==> src/rtl/xm_mem_interface.sv <==
// rtl/xm_mem_interface.sv - X-Makina memory bus interface stage with byte steering, alignment check and bus timeout
//
// Purpose: accepts one access request per instruction step from the datapath
// and runs it on a word-wide external bus with a req/ack handshake.
// Ports:
//   clk_i, arst_i            clock, synchronous active-high reset
//   req_i, wr_i, byte_i      access request, direction, byte/word size
//   addr_i, wdata_i          byte address (MAR) and write data (OMDR)
//   badMem_i                 illegal-address flag from the address decoder
//   bus_req_o .. bus_ack_i   external word bus (registered outputs)
//   rdata_o                  read result for IMDR/IR
//   done_o, fault_o, busy_o  completion pulse, fault code, access in progress

module xm_mem_interface #(
    parameter int WORD    = 16,
    parameter int TIMEOUT = 15
) (
    input  logic            clk_i,
    input  logic            arst_i,
    input  logic            req_i,
    input  logic            wr_i,
    input  logic            byte_i,
    input  logic [WORD-1:0] addr_i,
    input  logic [WORD-1:0] wdata_i,
    input  logic            badMem_i,
    output logic            bus_req_o,
    output logic            bus_we_o,
    output logic [WORD-2:0] bus_addr_o,
    output logic [1:0]      bus_be_o,
    output logic [WORD-1:0] bus_wdata_o,
    input  logic [WORD-1:0] bus_rdata_i,
    input  logic            bus_ack_i,
    output logic [WORD-1:0] rdata_o,
    output logic            done_o,
    output logic [1:0]      fault_o,
    output logic            busy_o
);

    typedef enum logic [1:0] {
        IDLE = 2'd0,
        BUS  = 2'd1,
        DONE = 2'd2
    } state_t;

    localparam logic [7:0] LAST_CNT = 8'(TIMEOUT - 1);

    state_t     state;
    state_t     state_nxt;
    logic [7:0] cnt;
    logic       byte_q;
    logic       lsb_q;
    logic [1:0] acc_fault;
    logic       bus_end;

    // Fault code for the request currently on the inputs; bad address wins
    // over misalignment.
    always_comb begin
        acc_fault = 2'b00;
        if (badMem_i) begin
            acc_fault = 2'b01;
        end else if (!byte_i && addr_i[0]) begin
            acc_fault = 2'b10;
        end
    end

    always_comb begin
        state_nxt = state;
        case (state)
            IDLE: begin
                if (req_i) begin
                    state_nxt = (acc_fault != 2'b00) ? DONE : BUS;
                end
            end
            BUS: begin
                // Ack in the final timeout cycle still counts as success.
                if (bus_ack_i || (cnt == LAST_CNT)) begin
                    state_nxt = DONE;
                end
            end
            DONE:    state_nxt = IDLE;
            default: state_nxt = IDLE;
        endcase
    end

    always_ff @(posedge clk_i) begin
        if (arst_i) begin
            state <= IDLE;
        end else begin
            state <= state_nxt;
        end
    end

    assign bus_end = (state == BUS) && (state_nxt == DONE);

    always_ff @(posedge clk_i) begin
        if (arst_i) begin
            cnt         <= '0;
            byte_q      <= 1'b0;
            lsb_q       <= 1'b0;
            bus_req_o   <= 1'b0;
            bus_we_o    <= 1'b0;
            bus_addr_o  <= '0;
            bus_be_o    <= 2'b00;
            bus_wdata_o <= '0;
            rdata_o     <= '0;
            fault_o     <= 2'b00;
        end else begin
            if (state == IDLE && req_i) begin
                byte_q  <= byte_i;
                lsb_q   <= addr_i[0];
                cnt     <= '0;
                fault_o <= acc_fault;
                if (acc_fault == 2'b00) begin
                    bus_req_o  <= 1'b1;
                    bus_we_o   <= wr_i;
                    bus_addr_o <= addr_i[WORD-1:1];
                    if (byte_i) begin
                        bus_be_o    <= addr_i[0] ? 2'b10 : 2'b01;
                        // Low byte goes out on both lanes; be selects the live one.
                        bus_wdata_o <= {(WORD/8){wdata_i[7:0]}};
                    end else begin
                        bus_be_o    <= 2'b11;
                        bus_wdata_o <= wdata_i;
                    end
                end
            end

            if (state == BUS) begin
                if (bus_ack_i) begin
                    fault_o <= 2'b00;
                    if (!bus_we_o) begin
                        if (!byte_q) begin
                            rdata_o <= bus_rdata_i;
                        end else if (lsb_q) begin
                            rdata_o <= {{(WORD-8){1'b0}}, bus_rdata_i[15:8]};
                        end else begin
                            rdata_o <= {{(WORD-8){1'b0}}, bus_rdata_i[7:0]};
                        end
                    end
                end else if (cnt == LAST_CNT) begin
                    fault_o <= 2'b11;
                end else begin
                    cnt <= cnt + 8'd1;
                end
            end

            if (bus_end) begin
                bus_req_o   <= 1'b0;
                bus_we_o    <= 1'b0;
                bus_addr_o  <= '0;
                bus_be_o    <= 2'b00;
                bus_wdata_o <= '0;
            end
        end
    end

    assign done_o = (state == DONE);
    assign busy_o = (state != IDLE);

endmodule

==> config.mk <==
export PLATFORM = sky130hd
export DESIGN_NAME = xm_mem_interface
export DESIGN_NICKNAME = d
export VERILOG_FILES = /design/src/rtl/xm_mem_interface.sv
export SDC_FILE = /design/constraint.sdc
export NUM_CORES = 1
export LEC_CHECK = 0
export ABC_AREA = 1
export CAP_MARGIN = 0
export CORE_ASPECT_RATIO = 0.75
export CORE_MARGIN = 1
export CORE_UTILIZATION = 44
export DETAILED_ROUTE_END_ITERATION = 10
export GPL_TIMING_DRIVEN = 0
export MAX_ROUTING_LAYER = met4
export PLACE_DENSITY = 0.8
export SYNTH_ARGS = -nofsm -noshare
export SYNTH_HDL_FRONTEND = slang
export SYNTH_SLANG_ARGS = --single-unit
==> constraint.sdc <==
create_clock -name clk_i -period 2.1 [get_ports clk_i]
set_input_delay 0.315 -clock clk_i [delete_from_list [all_inputs] [get_ports clk_i]]
set_output_delay 0.315 -clock clk_i [all_outputs]
set_load 0.02 [all_outputs]
Yosys cells after proc, flatten, opt, wreduce, memory -nomap -nowiden
Cells that the tools add are included.
- bits in registers: 65
- latch bits: 0
- memory bits (writable): 0
- ROM bits: 0
- bits of input ports: 55
- output and inout bits: 55
- word-level logic and storage cells: 48
- memories kept: 0
- $add $sub $neg: 1
- multipliers: 0
- divide/modulo/power cells: 0
- $lt $le $gt $ge: 0
- equal/unequal tests: 4
- shifts and indexed selects: 0
- multiplexer cells: 19
- bitwise gates (word level): 1
- reductions and logical operators: 12
- operators by type and width (kind ; number):
    8-bit 2-to-1 mux ; 5
    16-bit 2-to-1 mux ; 2
    2-bit 2-to-1 mux ; 11
    8-bit by 1-bit adder with 8-bit output, second input constant ; 1
    8-bit by 4-bit equality test with 1-bit output, second input constant ; 1
    2-bit equality test, second input constant ; 2
    2-bit zero test ; 2
    2-bit one-hot mux with 2 select lines ; 1
    2-bit nonzero test ; 2
    1-bit logical AND ; 3
    3-bit AND reduction ; 1
    2-bit by 1-bit equality test with 1-bit output, second input constant ; 1
    2-bit AND reduction ; 1
    2-bit OR reduction ; 1
    1-bit zero test ; 1
    1-bit logical OR ; 1
    1-bit inverter ; 1

Logic depth before layout (Yosys ltp)
Gate-level depths: netlist of the first run.
- depth after elaboration: 11
- mapped depth: 9
- mapped depth without buffers: 9

Least setup slack after synthesis of the first run
No wires, ideal clock.
- kind: register to register
- start point: reg cnt[0]
- end point: reg bus_be_o[1]
- library setup time: 0.070 ns
- data arrival time: 1.227 ns
- data required time: 2.030 ns
- path slack: 0.803 ns
- stages on the path, launching flop included: 9
- path buffers: 1
- clock period less this slack: 1.297 ns
- cell sequence: dfxtp_1 > inv_1 > ha_1 > nand2_1 > nor2_1 > nand3_1 > nand3_2 > buf_2 > a21oi_1
- word-level cells in the longest chain between the ends: 7
- ends and longest elaborated chain (item ; RTL line ; source):
    start: declaration ; 49 ; logic [7:0] cnt;
    start signal: assignment ; 143 ; cnt <= cnt + 8'd1;
    8-bit by 4-bit equality test with 1-bit output ; 76 ; if (bus_ack_i || (cnt == LAST_CNT)) begin
    1-bit logical OR ; 76 ;
    2-bit 2-to-1 mux ; 76 ;
    2-bit one-hot mux with 2 select lines ; 68 ; case (state)
    2-bit equality test ; 93 ; assign bus_end = (state == BUS) && (state_nxt == DONE);
    1-bit logical AND ; 93 ;
    2-bit OR reduction (no line) ; -- ;
    end signal: assignment ; 118 ; bus_be_o <= addr_i[0] ? 2'b10 : 2'b01;
    end: declaration ; 29 ; output logic [1:0] bus_be_o,
Every way passes these cells.
A chain may end at the register's enable or synchronous reset.

Worst setup path in the final report of the first run
- start point: reg state[0]
- end point: out busy_o
- word-level cells in the longest chain between the ends: 1
- ends and longest elaborated chain (item ; RTL line ; source):
    start: declaration ; 47 ; state_t state;
    start signal: assignment ; 89 ; state <= state_nxt;
    2-bit nonzero test ; 158 ; assign busy_o = (state != IDLE);
    end: declaration ; 36 ; output logic busy_o
Every way passes these cells.

==> flow_metrics.env, run 1 <==
export IMPL_synth_top_cells_by_area="sky130_fd_sc_hd__dfxtp_1 46%, sky130_fd_sc_hd__nand2_1 20%, sky130_fd_sc_hd__a21oi_1 8.6%, sky130_fd_sc_hd__nor2_1 5.8%, sky130_fd_sc_hd__nand3_1 4.9%"
export IMPL_postCtsSetupBuffers=0
export IMPL_crit_reg2reg_capture="bus_addr_o[14]"
export IMPL_clk_latency_ps=340
export IMPL_number_of_global_route_vias_before_repair=2698
export IMPL_htree_levels=3
export IMPL_finalCritPeriodShare_pct=86.00
export IMPL_cts_num_sinks=65
export IMPL_boundaryPins=110
export IMPL_seq_area_frac_synth_pct=45.67
export IMPL_holdWs_ps=358.9
export IMPL_critical_path_class="flip-flop to output pin"
export IMPL_synth_common_cells="155 x sky130_fd_sc_hd__nand2_1, 65 x sky130_fd_sc_hd__dfxtp_1, 49 x sky130_fd_sc_hd__a21oi_1"
export IMPL_grt_setup_unrepaired="no"
export IMPL_post_drt_via_cell_ratio=4.842
export IMPL_power_density_nw_per_um2=692.2
export IMPL_cts_repair_resized=0
export IMPL_tns_ps=0
export IMPL_yosys_area_top_type_share_pct=45.67
export IMPL_run_status="completed"
export IMPL_critical_path_at_ps=1490
export IMPL_die_width_um=94.92
export IMPL_clkSlewWorstSetupHoldPaths_ps=80
export IMPL_routed_wire_length_per_instance_um=13.13
export IMPL_netlist_instances=405
export IMPL_antenna_found_initial=0
export IMPL_area_delta_synth_final_pct=49.06
export IMPL_vdd_drop_max_mv=0.4739
export IMPL_num_fill_cells=493
export IMPL_numCtsBuffers=9
export IMPL_dieHeight_um=71.69
export IMPL_syn_area_per_cell_sq_um=7.035
export IMPL_gr_overflow_total=0
export IMPL_gpl_final_weighted_congestion=0.9156
export IMPL_detailed_place_hpwl_mm=5.841
export IMPL_synth_enable_flop_cells=0
export IMPL_first_iter_violations=122
export IMPL_grt_first_pass_wirelength_mm=12.59
export IMPL_die_area_sq_um=6804
export IMPL_tightestPinTransition_ps=503.5
export IMPL_post_synth_instance_area_sq_um=2849
export IMPL_post_drt_antenna_nets=0
export IMPL_drive_gt1_share_pct=8.318
export IMPL_grt_total_usage_pct=24.84
export IMPL_fmax_mhz=553.7
export IMPL_hold_path_endpoint="byte_q"
export IMPL_fp_coreArea_sq_um=6036
export IMPL_slew_headroom_pct=66.43
export IMPL_min_delay_path_depth=3
export IMPL_async_flop_share_pct=0
export IMPL_main_synth_ff_type="sky130_fd_sc_hd__dfxtp_1"
export IMPL_clock_skew_final_ps=7.708
export IMPL_cp_data_required_time_ps=1780
export IMPL_synthMostInstantiatedCell="sky130_fd_sc_hd__nand2_1"
export IMPL_clockBufferDepth=2
export IMPL_hold_path_startpoint="byte_i"
export IMPL_synthesis_nets=462
export IMPL_ys_seq_elements=65
export IMPL_cts_root_buffer="sky130_fd_sc_hd__clkbuf_8"
export IMPL_critPathLaunchType="flip-flop"
export IMPL_synthDominantAreaCellType="sky130_fd_sc_hd__dfxtp_1"
export IMPL_number_of_buffers_inserted_by_hold_repair_at_cts=0
export IMPL_rows=24
export IMPL_timing_final_hold_violations=0
export IMPL_crit_path_max_fanout=4
export IMPL_numnets_final=581
export IMPL_port_buffer_count=108
export IMPL_cts_tree="built"
export IMPL_antenna_cells_inserted=0
export IMPL_routed_wl_mm=7.970
export IMPL_drt_pre_antenna_iters=4
export IMPL_maxCapViolations=0
export IMPL_endpoint_kind="output pin"
export IMPL_initial_standard_cell_utilization_of_the_core_pct=47.20
export IMPL_drcViolationCount=0
export IMPL_power_leakage_nw=1.675
export IMPL_r2r_worst_path_cells=8
export IMPL_synth_yosys_warnings=0
export IMPL_r2r_start="cnt[0]"
export IMPL_finalSetupViolCount=0
export IMPL_timing_max_transition_violations_final=0
export IMPL_count_of_cell_types_in_the_netlist=25
export IMPL_routed_via_count=2939
export IMPL_worstHoldPathType="input pin to flip-flop"
export IMPL_largest_net_degree_at_the_start_of_global_routing=13
export IMPL_r2r_setup_slack_ps=470
export IMPL_timing_final_crit_period_ps=1806
placed cells by master (no fill, tap or decap), types with 2 or more instances in the layout:
cell type	n
sky130_fd_sc_hd__a21boi_0	3
sky130_fd_sc_hd__a21oi_1	49
sky130_fd_sc_hd__buf_2	6
sky130_fd_sc_hd__buf_4	2
sky130_fd_sc_hd__buf_6	7
sky130_fd_sc_hd__bufinv_16	2
sky130_fd_sc_hd__clkbuf_1	2
sky130_fd_sc_hd__clkbuf_8	9
sky130_fd_sc_hd__clkdlybuf4s50_1	108
sky130_fd_sc_hd__clkinv_1	2
sky130_fd_sc_hd__clkinv_2	2
sky130_fd_sc_hd__clkinv_4	2
sky130_fd_sc_hd__dfxtp_1	65
sky130_fd_sc_hd__ha_1	2
sky130_fd_sc_hd__inv_1	12
sky130_fd_sc_hd__inv_2	2
sky130_fd_sc_hd__nand2_1	155
sky130_fd_sc_hd__nand2_2	2
sky130_fd_sc_hd__nand2_4	2
sky130_fd_sc_hd__nand3_1	28
sky130_fd_sc_hd__nor2_1	44
sky130_fd_sc_hd__nor3_1	3
sky130_fd_sc_hd__o21ai_0	12
layer usage:
| layer | routed length (um) | track usage, % | vias to the layer above | share of wire (%) |
|---|---|---|---|---|
| met1 | 3644 | 30.21 | 1315 | 46 |
| li1 | - | - | 1533 | - |
| met2 | 3804 | 40.29 | 83 | 48 |
| met3 | 449 | 6.900 | 8 | 5.6 |
| met4 | 72 | 7.071 | 0 | 0.90 |
| met5 | 0 | - | - | 0 |
cell type report:
| class | count | area, sq um | area share, % |
|---|---|---|---|
| clock inverter | 7 | 95.09 | 2.239 |
| timing repair buffer | 108 | 1081 | 25.46 |
| inverter | 18 | 75.07 | 1.768 |
| buffer | 17 | 131.4 | 3.094 |
| tap | 78 | 97.59 | 2.298 |
| multi-input combinational | 305 | 1341 | 31.59 |
| clock buffer | 9 | 123.9 | 2.917 |
| sequential | 65 | 1301 | 30.64 |
where the power goes:
part | switching, mW | internal (mW)
Sequential | 0.0244 | 1.28
Combinational | 0.247 | 0.234
Clock | 0.488 | 0.668
how the worst max path moves through the flow:
stage	endpoint	depth (start not counted)	from
4_1_cts	done_o	3	state[1]
3_3_place_gp	bus_we_o	5	arst_i
3_5_place_dp	bus_addr_o[14]	5	arst_i
6_report	busy_o	3	state[0]
5_1_grt	busy_o	3	state[0]
2_1_floorplan	bus_be_o[1]	8	cnt[0]
critical path, stage by stage (launching register included):
cell	delay (ps)
sky130_fd_sc_hd__dfxtp_1	390
sky130_fd_sc_hd__inv_1	60
sky130_fd_sc_hd__nand2_1	90
sky130_fd_sc_hd__clkdlybuf4s50_1	610
registers in the layout, summed over array words and instances (netlist names):
name / flops
cnt: 8
bus_addr_o: 15
bus_wdata_o: 16
state: 2
byte_q: 1
bus_we_o: 1
lsb_q: 1
rdata_o: 16
bus_req_o: 1
fault_o: 2
bus_be_o: 2
kinds of logic (layout without fill, tap and decap cells):
kind of cell	count (synthesis)	count (layout)	share of synthesized area, %
flops	65	65	45.67
fa+ha+maj	2	2	0.8782
buf+inv	35	159	7.247
compound gates	65	65	11.81
simple gates	238	238	34.39
through the flow:
stage,utilization [%],cell area [sq um],worst slack (ps),std cells,power (mW)
after global routing,70.36,4247,200.0,607,3.065
after floorplan,-,2849,802.8,405,1.567
after CTS,70.36,4247,282.8,607,2.960
after global placement,66.73,4028,305.6,591,1.800
after detailed placement,66.73,4028,275.9,591,1.808
final,70.36,4247,294.0,607,2.939
No activity file was read; power rests on OpenSTA's default activity.
==> run 2, diff against run 1 <==
- TNS_END_PERCENT: default -> 20
==> results of run 2 <==
Final layout, timing and power as in run 1 (identical DEF).
==> run 3, diff against run 2 <==
- PLACE_DENSITY: 0.8 -> 0.9
- clock period: 2.1 -> 2.3 ns (I/O delays scaled with it)
==> run 3 against run 2 <==
Sequential power is 8% lower. Critical path depth stayed put. Routed wire length unchanged. Non-clock buffer count stayed put. Worst hold slack improved by 40 ps. Die area stayed put. Sequential share of layout area increased by 0.11 points. Register-to-register slack better by 200 ps. Via count rose by 4.9%. Core utilization is 0.25 points lower.
==> flow_metrics.env, run 3 (same netlist as run 1, synthesis figures left out) <==
export IMPL_run_status="completed"
export IMPL_grt_first_pass_wirelength_mm=12.47
export IMPL_cts_repair_resized=0
export IMPL_antenna_cells_inserted=0
export IMPL_worstHoldPathType="input pin to flip-flop"
export IMPL_largest_net_degree_at_the_start_of_global_routing=13
export IMPL_finalSetupViolCount=0
export IMPL_postCtsSetupBuffers=0
export IMPL_cts_tree="built"
export IMPL_tightestPinTransition_ps=497.6
export IMPL_groute_layer_met2_usage_pct=38.37
export IMPL_place_inst=591
export IMPL_placed_cell_area_sq_um=4028
export IMPL_clock_skew_final_ps=9.716
export IMPL_sw_frac_of_total_pct=27.03
export IMPL_drt_pre_antenna_iters=5
export IMPL_cp_data_required_time_ps=1960
export IMPL_postLayoutCellArea_sq_um=4232
export IMPL_timing_final_hold_violations=0
export IMPL_largest_registers_in_the_final_layout="bus_wdata_o (16), rdata_o (16), bus_addr_o (15)"
export IMPL_die_width_um=94.92
export IMPL_grt_use_met3_pct=7.431
export IMPL_maxCapViolations=0
export IMPL_crit_path_max_fanout=4
export IMPL_r2r_worst_path_cells=8
export IMPL_boundaryPins=110
export IMPL_post_drt_via_cell_ratio=5.077
export IMPL_first_iter_violations=151
export IMPL_power_leakage_nw=1.661
export IMPL_p_comb_share_pct=16.9
export IMPL_totalPowerFinal_mw=2.620
export IMPL_crit_reg2reg_capture="bus_wdata_o[11]"
export IMPL_numCtsBuffers=9
export IMPL_number_of_buffers_inserted_by_hold_repair_at_cts=0
export IMPL_grt_setup_unrepaired="no"
export IMPL_layoutNonFillerInstCount=607
export IMPL_routed_wl_mm=7.970
export IMPL_cellInternalPower_mw=1.912
export IMPL_drive_gt1_share_pct=8.318
export IMPL_routed_via_count=3082
export IMPL_slew_headroom_pct=66.83
export IMPL_gr_overflow_total=0
export IMPL_grt_total_usage_pct=24.32
export IMPL_power_density_nw_per_um2=619.2
export IMPL_htree_levels=3
export IMPL_numnets_final=581
export IMPL_timing_max_transition_violations_final=0
export IMPL_gr_max_usage_layer="met2"
export IMPL_drcViolationCount=0
export IMPL_hold_path_endpoint="bus_wdata_o[14]"
export IMPL_power_spent_charging_and_discharging_nets_mw=0.7082
export IMPL_endpoint_kind="output pin"
export IMPL_critical_path_at_ps=1460
export IMPL_final_cell_mix="155 x sky130_fd_sc_hd__nand2_1, 108 x sky130_fd_sc_hd__clkdlybuf4s50_1, 65 x sky130_fd_sc_hd__dfxtp_1, 49 x sky130_fd_sc_hd__a21oi_1, 44 x sky130_fd_sc_hd__nor2_1"
export IMPL_rows=24
export IMPL_layout_commonest_cell="sky130_fd_sc_hd__nand2_1"
export IMPL_pwr_share_clk_pct=37.7
export IMPL_cts_root_buffer="sky130_fd_sc_hd__clkbuf_8"
export IMPL_die_area_sq_um=6804
export IMPL_routed_wire_length_per_instance_um=13.13
export IMPL_timing_final_crit_period_ps=1810
export IMPL_vdd_drop_max_mv=0.4203
export IMPL_tns_ps=0
export IMPL_critPathLaunchType="flip-flop"
export IMPL_clkSlewWorstSetupHoldPaths_ps=80
export IMPL_clk_latency_ps=340
export IMPL_num_fill_cells=503
export IMPL_clockBufferDepth=2
export IMPL_detailed_place_hpwl_mm=5.966
export IMPL_hold_path_startpoint="byte_i"
export IMPL_antenna_found_initial=0
export IMPL_fp_coreArea_sq_um=6036
export IMPL_area_delta_synth_final_pct=48.53
export IMPL_finalCritPeriodShare_pct=78.68
export IMPL_gpl_final_weighted_congestion=0.9755
export IMPL_critical_path_class="flip-flop to output pin"
export IMPL_number_of_global_route_vias_before_repair=2734
export IMPL_dieHeight_um=71.69
export IMPL_port_buffer_count=108
export IMPL_fmax_mhz=552.6
export IMPL_initial_standard_cell_utilization_of_the_core_pct=47.20
export IMPL_cts_num_sinks=65
export IMPL_global_route_usage_met1_pct=30.46
export IMPL_r2r_setup_slack_ps=670
export IMPL_min_delay_path_depth=5
export IMPL_power_frac_seq_pct=45.4
export IMPL_r2r_start="cnt[0]"
export IMPL_post_drt_antenna_nets=0
## run 3: changes by cell type in the layout (fill, tap and decap cells not counted), sizes merged
cell	previous run	this run
clkinvlp	1	3
bufinv	2	1
inv	16	17
clkbuf	11	12
clkinv	6	3
## run 3: power groups by stage
stage                     Combinational [mW]  Clock, mW  Sequential [mW]
after floorplan                        0.173          0             1.26
after global placement                 0.429          0             1.21
after detailed placement               0.439          0             1.21
after CTS                              0.442      0.996             1.19
after global routing                   0.478       1.05             1.19
final                                  0.442      0.988             1.19
## run 3: cell type report
class / count / area, sq um / area share, %
buffer: 17 / 131.4 / 3.105
clock buffer: 10 / 137.6 / 3.253
clock inverter: 6 / 66.31 / 1.567
inverter: 18 / 75.07 / 1.774
multi-input combinational: 305 / 1341 / 31.70
sequential: 65 / 1301 / 30.75
tap: 78 / 97.59 / 2.306
timing repair buffer: 108 / 1081 / 25.55
## run 3: through the flow
stage               hold WS (ps)  utilization, %  worst slack, ps
global placement           444.9           66.73            516.9
detailed placement         451.8           66.73            410.6
global route               404.8           70.11            415.3
finish                     398.6           70.11            490.3
floorplan                  414.1               -             1003
CTS                        384.5           70.11            469.5
## run 3: per-layer routing
metal | share of wire (%) | up-vias | wire, um
li1 | - | 1537 | -
met1 | 44 | 1416 | 3493
met2 | 47 | 120 | 3755
met3 | 8.0 | 9 | 635
met4 | 1.1 | 0 | 85
met5 | 0 | - | 0
## run 3: worst max path at each step
stage                          from         endpoint  cells past startpoint
after detailed placement  bus_ack_i      rdata_o[14]                      8
after global placement       arst_i  bus_wdata_o[15]                      5
after CTS                  state[0]           busy_o                      3
final                      state[0]           busy_o                      3
after global routing       state[0]           busy_o                      3
after floorplan              cnt[0]      bus_be_o[1]                      8
## run 3: worst max-delay path, cell delays in order (launching register included)
cell and delay [ps]:
sky130_fd_sc_hd__dfxtp_1 390, sky130_fd_sc_hd__inv_1 50, sky130_fd_sc_hd__nand2_1 80, sky130_fd_sc_hd__clkdlybuf4s50_1 610
